$ cat src/rtl/fifo_ctrl.sv
`default_nettype none
// ============================================================================
//  Module      : fifo_ctrl
//  Description : Pointer and status controller that turns a synchronous-write
//                / asynchronous-read register file into a FIFO of
//                2**ADDR_WIDTH entries. Provides occupancy, full/empty,
//                programmable almost-full/almost-empty and sticky
//                overflow/underflow flags.
//  Revision    : 1.0 - initial release
// ============================================================================
module fifo_ctrl #(
    parameter int ADDR_WIDTH = 2,
    parameter int AF_LEVEL   = 3,
    parameter int AE_LEVEL   = 1
) (
    input  logic                  clk,
    input  logic                  reset_n,
    input  logic                  clr,
    input  logic                  wr,
    input  logic                  rd,
    output logic                  wr_en,
    output logic [ADDR_WIDTH-1:0] w_addr,
    output logic [ADDR_WIDTH-1:0] r_addr,
    output logic                  full,
    output logic                  empty,
    output logic                  almost_full,
    output logic                  almost_empty,
    output logic [ADDR_WIDTH:0]   count,
    output logic                  overflow,
    output logic                  underflow
);

    // Occupancy is one bit wider than the pointers so that depth itself fits.
    localparam logic [ADDR_WIDTH:0]   c_DEPTH    = {1'b1, {ADDR_WIDTH{1'b0}}};
    localparam logic [ADDR_WIDTH:0]   c_AF_LEVEL = AF_LEVEL[ADDR_WIDTH:0];
    localparam logic [ADDR_WIDTH:0]   c_AE_LEVEL = AE_LEVEL[ADDR_WIDTH:0];
    localparam logic [ADDR_WIDTH:0]   c_CNT_ONE  = (ADDR_WIDTH+1)'(1'b1);
    localparam logic [ADDR_WIDTH-1:0] c_PTR_ONE  = ADDR_WIDTH'(1'b1);

    logic [ADDR_WIDTH-1:0] r_w_ptr;
    logic [ADDR_WIDTH-1:0] r_r_ptr;
    logic [ADDR_WIDTH:0]   r_count;
    logic                  r_overflow;
    logic                  r_underflow;

    logic w_full;
    logic w_empty;
    logic w_push_ok;
    logic w_pop_ok;

    // Status flags decode from the registered count only, so they are glitch-free.
    assign w_full  = (r_count == c_DEPTH);
    assign w_empty = (r_count == '0);

    // A push into a full FIFO is legal when a pop frees the slot in the same
    // cycle; a pop from an empty FIFO is never legal, even with a push present.
    assign w_push_ok = wr & (~w_full | rd);
    assign w_pop_ok  = rd & ~w_empty;

    assign wr_en        = w_push_ok;
    assign w_addr       = r_w_ptr;
    assign r_addr       = r_r_ptr;
    assign full         = w_full;
    assign empty        = w_empty;
    assign almost_full  = (r_count >= c_AF_LEVEL);
    assign almost_empty = (r_count <= c_AE_LEVEL);
    assign count        = r_count;
    assign overflow     = r_overflow;
    assign underflow    = r_underflow;

    // Pointer, occupancy and sticky error state; clr flushes with priority.
    always_ff @(posedge clk or negedge reset_n) begin
        if (!reset_n) begin
            r_w_ptr     <= '0;
            r_r_ptr     <= '0;
            r_count     <= '0;
            r_overflow  <= 1'b0;
            r_underflow <= 1'b0;
        end else if (clr) begin
            r_w_ptr     <= '0;
            r_r_ptr     <= '0;
            r_count     <= '0;
            r_overflow  <= 1'b0;
            r_underflow <= 1'b0;
        end else begin
            if (w_push_ok) begin
                r_w_ptr <= r_w_ptr + c_PTR_ONE;
            end
            if (w_pop_ok) begin
                r_r_ptr <= r_r_ptr + c_PTR_ONE;
            end
            case ({w_push_ok, w_pop_ok})
                2'b10:   r_count <= r_count + c_CNT_ONE;
                2'b01:   r_count <= r_count - c_CNT_ONE;
                default: r_count <= r_count;
            endcase
            if (wr && !w_push_ok) begin
                r_overflow <= 1'b1;
            end
            if (rd && !w_pop_ok) begin
                r_underflow <= 1'b1;
            end
        end
    end

endmodule
`default_nettype wire

$ cat config.mk
export PLATFORM = sky130hd
export DESIGN_NAME = fifo_ctrl
export DESIGN_NICKNAME = d
export VERILOG_FILES = /design/src/rtl/fifo_ctrl.sv
export SDC_FILE = /design/constraint.sdc
export NUM_CORES = 1
export LEC_CHECK = 0
export ABC_AREA = 1
export BUFFER_PORTS_ARGS = -buffer_cell sky130_fd_sc_hd__buf_2
export CAP_MARGIN = 20
export CELL_PAD_IN_SITES_DETAIL_PLACEMENT = 0
export CELL_PAD_IN_SITES_GLOBAL_PLACEMENT = 1
export CORE_ASPECT_RATIO = 1.25
export CORE_MARGIN = 10
export CORE_UTILIZATION = 33
export DETAILED_ROUTE_END_ITERATION = 16
export GPL_ROUTABILITY_DRIVEN = 0
export MAX_ROUTING_LAYER = met4
export PLACE_DENSITY = 0.81
export RECOVER_POWER = 100
export SYNTH_ARGS = -nofsm -noshare
export SYNTH_HDL_FRONTEND = slang
export SYNTH_SLANG_ARGS = --single-unit
$ cat constraint.sdc
create_clock -name clk -period 1.7 [get_ports clk]
set_input_delay 0.17 -clock clk [delete_from_list [all_inputs] [get_ports clk]]
set_output_delay 0.17 -clock clk [all_outputs]
set_load 0.005 [all_outputs]
# Word-level counts from Yosys, hierarchy flattened
# Index checks and enable logic that the tools add are counted.
dict set report totals {
  ff_bits 9
  output_inout_bits 14
  elab_cells 39
}
dict set report classes {
  add_sub_neg 4
  magnitude_cmp 2
  n_eq_ne 3
  mux 10
  bitwise 5
  reduce_logical 10
}
# operator n
set ops {}
lappend ops {{$mux W2} 4}
lappend ops {{$reduce_bool A2 Y1} 4}
lappend ops {{$pmux W3 S2} 1}
lappend ops {{$add A2 B1 Y2 const B} 2}
lappend ops {{$mux W1} 4}
lappend ops {{$add A3 B1 Y3 const B} 1}
lappend ops {{$eq A3 B3 Y1 const B} 1}
lappend ops {{$ge A3 B2 Y1 const B} 1}
lappend ops {{$le A3 B1 Y1 const B} 1}
lappend ops {{$logic_not A3 Y1} 1}
lappend ops {{$mux W3} 1}
lappend ops {{$reduce_bool A3 Y1} 1}
lappend ops {{$sub A3 B1 Y3 const B} 1}
lappend ops {{$and A1 B1 Y1} 2}
lappend ops {{$eq A2 B1 Y1 const B} 1}
lappend ops {{$eq A2 B2 Y1 const B} 1}
lappend ops {{$logic_and A1 B1 Y1} 2}
lappend ops {{$logic_not A1 Y1} 2}
lappend ops {{$not A1 Y1} 2}
lappend ops {{$or A1 B1 Y1} 1}

# Longest topological paths before layout
# Gate-level depths: netlist (run 1).
dict set report logic_depth {
  word_depth 8
  depth_mapped 9
}

# Worst setup path before layout (run 1)
# No wires, ideal clock.
dict set report synth_path {
  path_kind {register to register}
  startpoint {register r_count[0], in the netlist count[0]}
  endpoint {register r_count[0], in the netlist count[0]}
  setup_ns 0.117
  arrival_time_ns 1.281
  slack_ns 0.301
  stages_incl_launch_ff 10
  path_buffers 0
  synth_period_minus_slack_ns 1.399
  cell_sequence {dfrtp_1 -> inv_1 -> ha_1 -> nand3_1 -> nand2_2 -> inv_2 -> nand2_2 -> nand2_2 -> nand3_1 -> nand2_1}
}
dict set report synth_between {
  elab_chain_len 7
  word_cells_on_any_way 14
}
# item line_no
set synth_rtl {}
lappend synth_rtl {{start: declaration} 42} ;# logic [ADDR_WIDTH:0] r_count;
lappend synth_rtl {{start signal: assignment} 93} ;# 2'b10: r_count <= r_count + c_CNT_ONE;
lappend synth_rtl {{start signal: assignment} 94} ;# 2'b01: r_count <= r_count - c_CNT_ONE;
lappend synth_rtl {{start signal: assignment} 95} ;# default: r_count <= r_count;
lappend synth_rtl {{$eq A3 B3 Y1 (*)} 52} ;# assign w_full = (r_count == c_DEPTH);
lappend synth_rtl {{$not A1 Y1 (*)} 57} ;# assign w_push_ok = wr & (~w_full | rd);
lappend synth_rtl {{$or A1 B1 Y1 (*)} 57}
lappend synth_rtl {{$and A1 B1 Y1 (*)} 57}
lappend synth_rtl {{via wr_en} 21} ;# output logic wr_en,
lappend synth_rtl {{$eq A2 B1 Y1 or $eq A2 B2 Y1 (tied branches)} 92} ;# case ({w_push_ok, w_pop_ok})
lappend synth_rtl {{$pmux W3 S2} 92}
lappend synth_rtl {{$mux W3} 79} ;# end else if (clr) begin
# Mark *: on every way through the listed nets, which the timed path passes. The rest lies on a longest branch.
# A chain may end at the register's enable or synchronous reset.

# Final worst setup path (run 1)
dict set report layout_path {
  startpoint {register r_count[0], in the netlist count[0]}
  endpoint {output wr_en}
}
dict set report layout_between {
  elab_chain_len 4
}
# item line_no
set layout_rtl {}
lappend layout_rtl {{$eq A3 B3 Y1} 52}
lappend layout_rtl {{$not A1 Y1} 57}
lappend layout_rtl {{$or A1 B1 Y1} 57}
lappend layout_rtl {{$and A1 B1 Y1} 57}
lappend layout_rtl {{end: declaration} 21}
# No other way between the ends.

==> results of run 1 <==
==> power breakdown <==
group          switching [mW]  internal, mW
registers              0.0505         0.266
logic                   0.293         0.204
clock network          0.0845        0.0910
total                   0.428         0.561
==> cells in the mapped netlist <==
cell type  number  area (µm²)
nand2_1        13       48.80
inv_1          11       41.29
nor2_1         10       37.54
dfrtp_1         9       225.2
nand3_1         6       30.03
ha_1            5       62.56
nand2_2         4       25.02
a21oi_1         3       15.01
inv_2           3       11.26
o21a_1          2       15.01
o21ai_0         2       10.01
nand2_4         1       11.26
nand3_2         1       10.01
o21ai_1         1       5.000
o21bai_1        1       7.510
xor2_1          1       8.760
==> per-layer routing <==
metal / share of wire, % / vias up / global-route usage [%]
met5: 0 / - / -
li1: - / 275 / -
met1: 44 / 242 / 8.333
met2: 46 / 16 / 12.23
met3: 6.2 / 5 / 3.269
met4: 3.1 / 0 / 7.059
==> repair_timing <==
item                                    in CTS  in global routing
pin swaps                                    0                  0
resized for setup                            1                  1
hold buffers                                 1                  0
endpoints found under the setup margin       1                  1
buffers inserted                             0                  1
hold endpoints to repair                     9                  0
==> flip-flops by register name (all words and copies together) (netlist names) <==
| register | count |
|---|---|
| r_addr | 2 |
| overflow | 1 |
| underflow | 1 |
| count | 3 |
| w_addr | 2 |
==> kinds of logic after synthesis <==
logic type / Yosys count / synth area share (%)
compound gates: 9 / 9.311
xor+xnor: 1 / 1.552
fa+ha+maj: 5 / 11.09
buf+inv: 14 / 9.313
flops: 9 / 39.91
simple gates: 35 / 28.83
==> area by class of cell <==
type                            instances  share of cell area (%)
Clock buffer                            4                   3.784
Inverter                               14                   7.568
Multi-Input combinational cell         50                   39.10
Sequential cell                         9                   32.43
Tap cell                               18                   3.243
Timing Repair Buffer                   21                   13.87
==> final timing paths <==
check	to	startpoint	slack (ns)
worst max-delay path	wr_en	count[0]	0.15
worst min-delay path	r_addr[1]	clr	0.12
worst max register to register	count[0]	count[0]	0.24
worst min register to register	overflow	overflow	0.48
max in group asynchronous	underflow	reset_n	0.98
min in group asynchronous	count[1]	reset_n	0.37
==> metrics by stage <==
stage	std cells	utilization, %	total power, mW
after floorplan	73	-	0.6592
after global placement	110	42.73	0.8717
after detailed placement	110	42.73	0.8776
after CTS	115	45.16	1.063
after global routing	116	43.36	1.108
final	116	43.36	0.9898
==> worst max-delay path, cell delays in order, from the launching register on <==
cell	delay, ns
dfrtp_1	0.41
inv_2	0.10
ha_2	0.20
nand3_1	0.12
nand2_2	0.12
inv_2	0.05
clkbuf_1	0.11
==> flow_summary.toml, run 1 <==
[sta]
setup_slack_ns = 0.1520
fin_crit_sh_pct = 91.06
finalSetupViolations = 0
worst_slew_pin_slew_ns = 0.5080
fin_tns_setup_ns = 0
fmax_mhz = 646.0
hold_viol = 0
whs_ns = 0.1186
relSlewSlack_pct = 66.13
drv_slew = 0
clock_skew_ns = 0.003735
rsz0062_at_grt = "false"
finalCriticalPeriod_ns = 1.548

[drt]
wl_mm = 1.396
drtAntennaViolNets = 0
drc = 0
drtIter0Drc = 13
vias = 538
first_pass_iters = 3
wl_per_cell_um = 12.03
viasPerCell = 4.638

[synthesis]
ys_seq_area_share_pct = 39.91
synth_cells = 73
ys_warn_count = 0
mappedNetlistNets = 83
syn_area_um2 = 564.3
ys_ff_latch = 9
avgSynthCellArea_um2 = 7.730
synth_cell_types = 16

[cells_and_area]
antennaDiodeCount = 0
stdcell_area_um2 = 694.4
final_common_cell = "nand2_1"
fin_nets = 109
layout_common_cells = "16 x nand2_1, 12 x clkbuf_1, 11 x inv_1"
drive_above_1_share_pct = 18.37
seq_area_um2 = 225.2
nFillCells = 186
multi_input_area_um2 = 271.5
syn2layout_area_growth_pct = 23.06

[cts]
clk_latency_ns = 0.27
root_buffer = "clkbuf_4"
cts_made_buffers = 3
h-tree-depth = 1
clk_pin_slew_ns = 0.07
cts_buffer_depth = 2
cts_tree = "built"
cts.sinks = 9

[setup_path]
start_kind = "register"
reg2regPathDepth = 9
crit_type = "reg2out"
path_max_fanout = 5
worstPathArrival_ns = 1.38
cp_data_required_time_ns = 1.53
critPathCaptureType = "output pin"

[floorplan]
die_area_um2 = 3774
fp.dieW_um = 56.99
start_util_pct = 35.23
ioPinCount = 19
rows = 16
core-area_um2 = 1602
die_y_um = 66.24

[pwr]
total_leakage_power_nw = 0.3958
power-per-cell-area_nw_per_um2 = 1425
ir_drop_uv = 559.3

[placed_design]
post-dp-hpwl_mm = 1.100
port_buffers = 18
place_ws_ns = 0.1818
dpl-instance-area_um2 = 684.4

[job]
cap_violations = 0

[global_routing]
grt_usage_pct = 8.254
grt_pass1_vias = 550
overflow = 0
grt_pass1_wl_mm = 2.387
grt_antenna_before_repair = 0
grt_max_degree = 10

[min_path]
min_path_type = "in2reg"
min_path_cells = 2

[outcome]
status = "complete, no violations"
No activity file was read; power rests on OpenSTA's default activity.
==> run 2, diff against run 1 <==
- MAX_ROUTING_LAYER: met4 -> default
- RECOVER_POWER: 100 -> 50
==> run 2 against run 1 <==
- count of clock-buffer cells in the layout unchanged
- setup slack worse by 0.044 ns
- largest cell class unchanged
- highest routed layer unchanged
- combinational power up 12%
- via count down 0.37%
- critical path type unchanged
- sequential share of layout area down 1.3 points
- maximum frequency down 2.8%
- power up 6.0%
- critical endpoint unchanged
- global-route usage down 0.22 points
- clock power about the same
==> flow_summary.toml, run 2 (same netlist as run 1, synthesis figures left out) <==
[cells_and_area]
final_core_util_pct = 45.16
stdcell_count = 116
final_common_cell = "nand2_1"
fin_nets = 109
antennaDiodeCount = 0
seq_area_um2 = 225.2
syn2layout_area_growth_pct = 28.16
layout_common_cells = "13 x nand2_1, 12 x buf_2, 10 x inv_1, 10 x nor2_1, 9 x dfrtp_1"
nFillCells = 179
drive_above_1_share_pct = 28.57
largest_register_ffs = 3
multi_input_area_um2 = 289.0

[setup_path]
start_kind = "register"
critPathCaptureType = "output pin"
crit_type = "reg2out"
path_max_fanout = 5
cp_data_required_time_ns = 1.53
worstPathArrival_ns = 1.42

[sta]
finalSetupViolations = 0
clock_skew_ns = 0.004588
setup_slack_ns = 0.1079
rsz0062_at_grt = "false"
whs_ns = 0.1176
worst_slew_pin_slew_ns = 0.5083
fin_tns_setup_ns = 0
hold_viol = 0
fin_crit_sh_pct = 93.65
fmax_mhz = 628.1
drv_slew = 0
relSlewSlack_pct = 66.11
finalCriticalPeriod_ns = 1.592

[placed_design]
post-dp-hpwl_mm = 1.100
dp.cells = 110
place_ws_ns = 0.1818
port_buffers = 18

[pwr]
intPower_uw = 600.1
ir_drop_uv = 562.3
power-per-cell-area_nw_per_um2 = 1450
seqPwrFrac_pct = 30.3
pwr-share-clk_pct = 16.7
power_frac_comb_pct = 53.0
power_switching_uw = 448.9
total_leakage_power_nw = 0.4177
p_sw_share_pct = 42.79

[global_routing]
grt_pass1_vias = 550
grt_max_degree = 10
grt_usage_pct = 8.032
grt_pass1_wl_mm = 2.394
overflow = 0
grt_antenna_before_repair = 0

[floorplan]
core-area_um2 = 1602
rows = 16
start_util_pct = 35.23
die_y_um = 66.24
ioPinCount = 19
die_area_um2 = 3774
fp.dieW_um = 56.99

[cts]
cts_made_buffers = 3
cts.sinks = 9
h-tree-depth = 1
root_buffer = "clkbuf_4"
clk_latency_ns = 0.27
clk_pin_slew_ns = 0.07
cts_tree = "built"
cts_buffer_depth = 2

[drt]
first_pass_iters = 4
drtIter0Drc = 11
wl_per_cell_um = 11.91
drtAntennaViolNets = 0
vias = 536
viasPerCell = 4.621
drc = 0
wl_mm = 1.382

[min_path]
min_path_type = "in2reg"

[outcome]
status = "complete, no violations"

[job]
cap_violations = 0
[run 2: layer usage]
metal	share of wire, %	GRT usage, %
met3	9.1	4.231
met4	3.3	7.059
met5	0	0
met2	47	12.23
met1	41	7.799
[run 2: through the flow]
step	instance area [µm²]	power [mW]
2_1_floorplan	564.3	0.6592
3_3_place_gp	684.4	0.8717
3_5_place_dp	684.4	0.8776
4_1_cts	723.2	1.063
5_1_grt	723.2	1.168
6_report	723.2	1.049
[run 2: area by class of cell]
| class | instances | area share [%] |
|---|---|---|
| Inverter | 14 | 7.266 |
| Timing Repair Buffer | 21 | 14.88 |
| Clock buffer | 4 | 3.633 |
| Multi-Input combinational cell | 50 | 39.97 |
| Sequential cell | 9 | 31.14 |
| Tap cell | 18 | 3.114 |
[run 2: what timing repair did]
| item | in CTS | in global routing |
|---|---|---|
| endpoints found under the hold margin | 9 | 0 |
| hold buffers | 1 | 0 |
| resized for setup | 1 | 1 |
| buffers inserted | 0 | 1 |
| endpoints found under the setup margin | 1 | 1 |
[run 2: worst max-delay path: stages (launching register included)]
cell and delay (ns):
dfrtp_1 0.41, inv_2 0.10, ha_2 0.22, nand3_1 0.12
nand2_2 0.12, inv_2 0.05, buf_2 0.12
[run 2: power by group through the flow]
stage | logic (mW) | clock network [mW] | registers [mW]
6_report | 0.556 | 0.175 | 0.318
5_1_grt | 0.652 | 0.189 | 0.327
4_1_cts | 0.565 | 0.178 | 0.320
3_5_place_dp | 0.554 | 0 | 0.323
3_3_place_gp | 0.550 | 0 | 0.322
2_1_floorplan | 0.336 | 0 | 0.323
[run 2: worst paths after layout]
| path | from | to | slack, ns | cells past startpoint |
|---|---|---|---|---|
| worst max register to register | count[0] | count[0] | 0.30 | 9 |
| min in group asynchronous | reset_n | count[1] | 0.37 | 2 |
| worst min register to register | overflow | overflow | 0.48 | 1 |
| max in group asynchronous | reset_n | underflow | 0.98 | 2 |
| worst min-delay path | clr | r_addr[1] | 0.12 | 2 |
| worst max-delay path | count[0] | wr_en | 0.11 | 6 |
==> run 3, diff against run 2 <==
- PLACE_DENSITY: 0.81 -> default
- PLACE_DENSITY_LB_ADDON: default -> 0.1
- SETUP_SLACK_MARGIN: default -> 0.2
==> run 3 against run 2 <==
- sequential cell count unchanged
- power rose by 18%
- clock power decreased by 7%
- first-iteration DRC count increased by 18%
- combinational power increased by 33%
- setup slack gained 0.13 ns
- maximum frequency is 9.1% higher
- register-to-register slack barely moved
- critical path type unchanged
- critical endpoint is now almost_full
- largest cell class unchanged
==> flow_summary.toml, run 3 (same netlist as run 1, synthesis figures left out) <==
[floorplan]
die_area_um2 = 3774
fp.dieW_um = 56.99
die_y_um = 66.24
rows = 16
start_util_pct = 35.23
core-area_um2 = 1602
ioPinCount = 19

[cells_and_area]
largest_register_ffs = 3
layout_common_cells = "12 x nand2_1, 10 x buf_2, 9 x nor2_1, 9 x clkbuf_1, 8 x inv_1"
final_common_cell = "nand2_1"
drive_above_1_share_pct = 42.31
fin_nets = 115
syn2layout_area_growth_pct = 47.01
antennaDiodeCount = 0

[placed_design]
port_buffers = 18
place_ws_ns = 0.1505
post-dp-hpwl_mm = 1.079

[sta]
clock_skew_ns = 0.003384
relSlewSlack_pct = 64.26
finalCriticalPeriod_ns = 1.459
fmax_mhz = 685.2
fin_tns_setup_ns = 0
hold_viol = 0
setup_slack_ns = 0.2407
drv_slew = 0
worst_slew_pin_slew_ns = 0.5361
whs_ns = 0.1273
rsz0062_at_grt = "true"
fin_crit_sh_pct = 85.84
finalSetupViolations = 0

[drt]
first_pass_iters = 4
m1WireLength_um = 552
vias = 554
viasPerCell = 4.541
drc = 0
drtAntennaViolNets = 0
highest_layer = "met4"
wl_mm = 1.429
wl_met3_um = 81
wl_met2_um = 785
drtIter0Drc = 13
wl_per_cell_um = 11.71

[pwr]
ir_drop_uv = 664.1
power-per-cell-area_nw_per_um2 = 1488
total_leakage_power_nw = 0.4372

[cts]
cts_made_buffers = 3
clk_latency_ns = 0.26
cts_tree = "built"
root_buffer = "clkbuf_4"
clk_pin_slew_ns = 0.06
h-tree-depth = 1
cts.sinks = 9
cts_buffer_depth = 2

[setup_path]
start_kind = "register"
worstPathArrival_ns = 1.29
crit_slowest_cell = "dfrtp_2"
critical_path.cell_chain = "ha_2 -> ha_2 -> nor2_2 -> o21ai_1 -> buf_2"
cp_slowest_stage_delay_ns = 0.44
critPathMostFrequentCell = "ha_2"
path_max_fanout = 5
critPathCaptureType = "output pin"
cp_data_required_time_ns = 1.53
crit_type = "reg2out"

[job]
cap_violations = 0

[global_routing]
overflow = 0
grt_usage_pct = 7.864
grt_max_degree = 10
grt_antenna_before_repair = 0
grt_pass1_wl_mm = 2.408
grt_pass1_vias = 592

[outcome]
status = "complete, no violations"

[min_path]
min_path_type = "in2reg"
[run 3: cell types whose count changed in the layout (fill, tap and decap cells not counted), sizes merged]
cell / delta
clkbuf: +2
buf: +4
[run 3: what timing repair did]
action                     4_1_cts  5_1_grt
buffers inserted                 7        1
hold endpoints to repair         9        0
pin swaps                        3        3
resized for setup                7       13
hold buffers                     1        0
setup endpoints to repair        7        7
[run 3: through the flow]
step                      cell area, µm²  util, %  power, mW  std cells
after floorplan                    564.3        -     0.6592         73
after global placement             676.9    42.27     0.8540        109
after detailed placement           676.9    42.27     0.8590        109
after CTS                          783.3    48.91      1.158        121
after global routing               829.5    51.80      1.377        122
final                              829.5    51.80      1.234        122
[run 3: final cells by class]
type	instances	area, µm²
fillers	176	772.0
multi-input cells	50	342.8
flip-flops and latches	9	227.7
repair buffers	27	157.7
inverters	14	52.55
clock buffers	4	26.28
well taps	18	22.52
[run 3: critical path, delay by kind of cell, from the launching register on]
| family | cells | cell delay [ns] |
|---|---|---|
| compound gates | 1 | 0.06 |
| fa+ha+maj | 2 | 0.34 |
| buf+inv | 1 | 0.12 |
| flops | 1 | 0.44 |
| simple gates | 1 | 0.07 |
[run 3: metal layers]
metal  vias to the layer above  global-route usage [%]
met3                         2                   2.885
met5                         -                       0
met4                         0                   4.412
li1                        287                       -
met2                        10                   13.72
met1                       255                   7.866
[run 3: worst paths after layout]
kind / cells after the start / slack [ns] / start / to
hold / removal: 2 / 0.13 / clr / w_addr[1]
setup reg to reg: 11 / 0.31 / count[1] / count[2]
min in group asynchronous: 2 / 0.40 / reset_n / overflow
max in group asynchronous: 2 / 0.91 / reset_n / count[0]
setup / recovery: 5 / 0.24 / count[0] / almost_full
hold reg to reg: 1 / 0.49 / underflow / underflow
[run 3: report_power, final]
part	internal [mW]	switching, mW
combinational	0.366	0.371
clock	0.0904	0.0730
sequential	0.270	0.0643
total	0.726	0.508
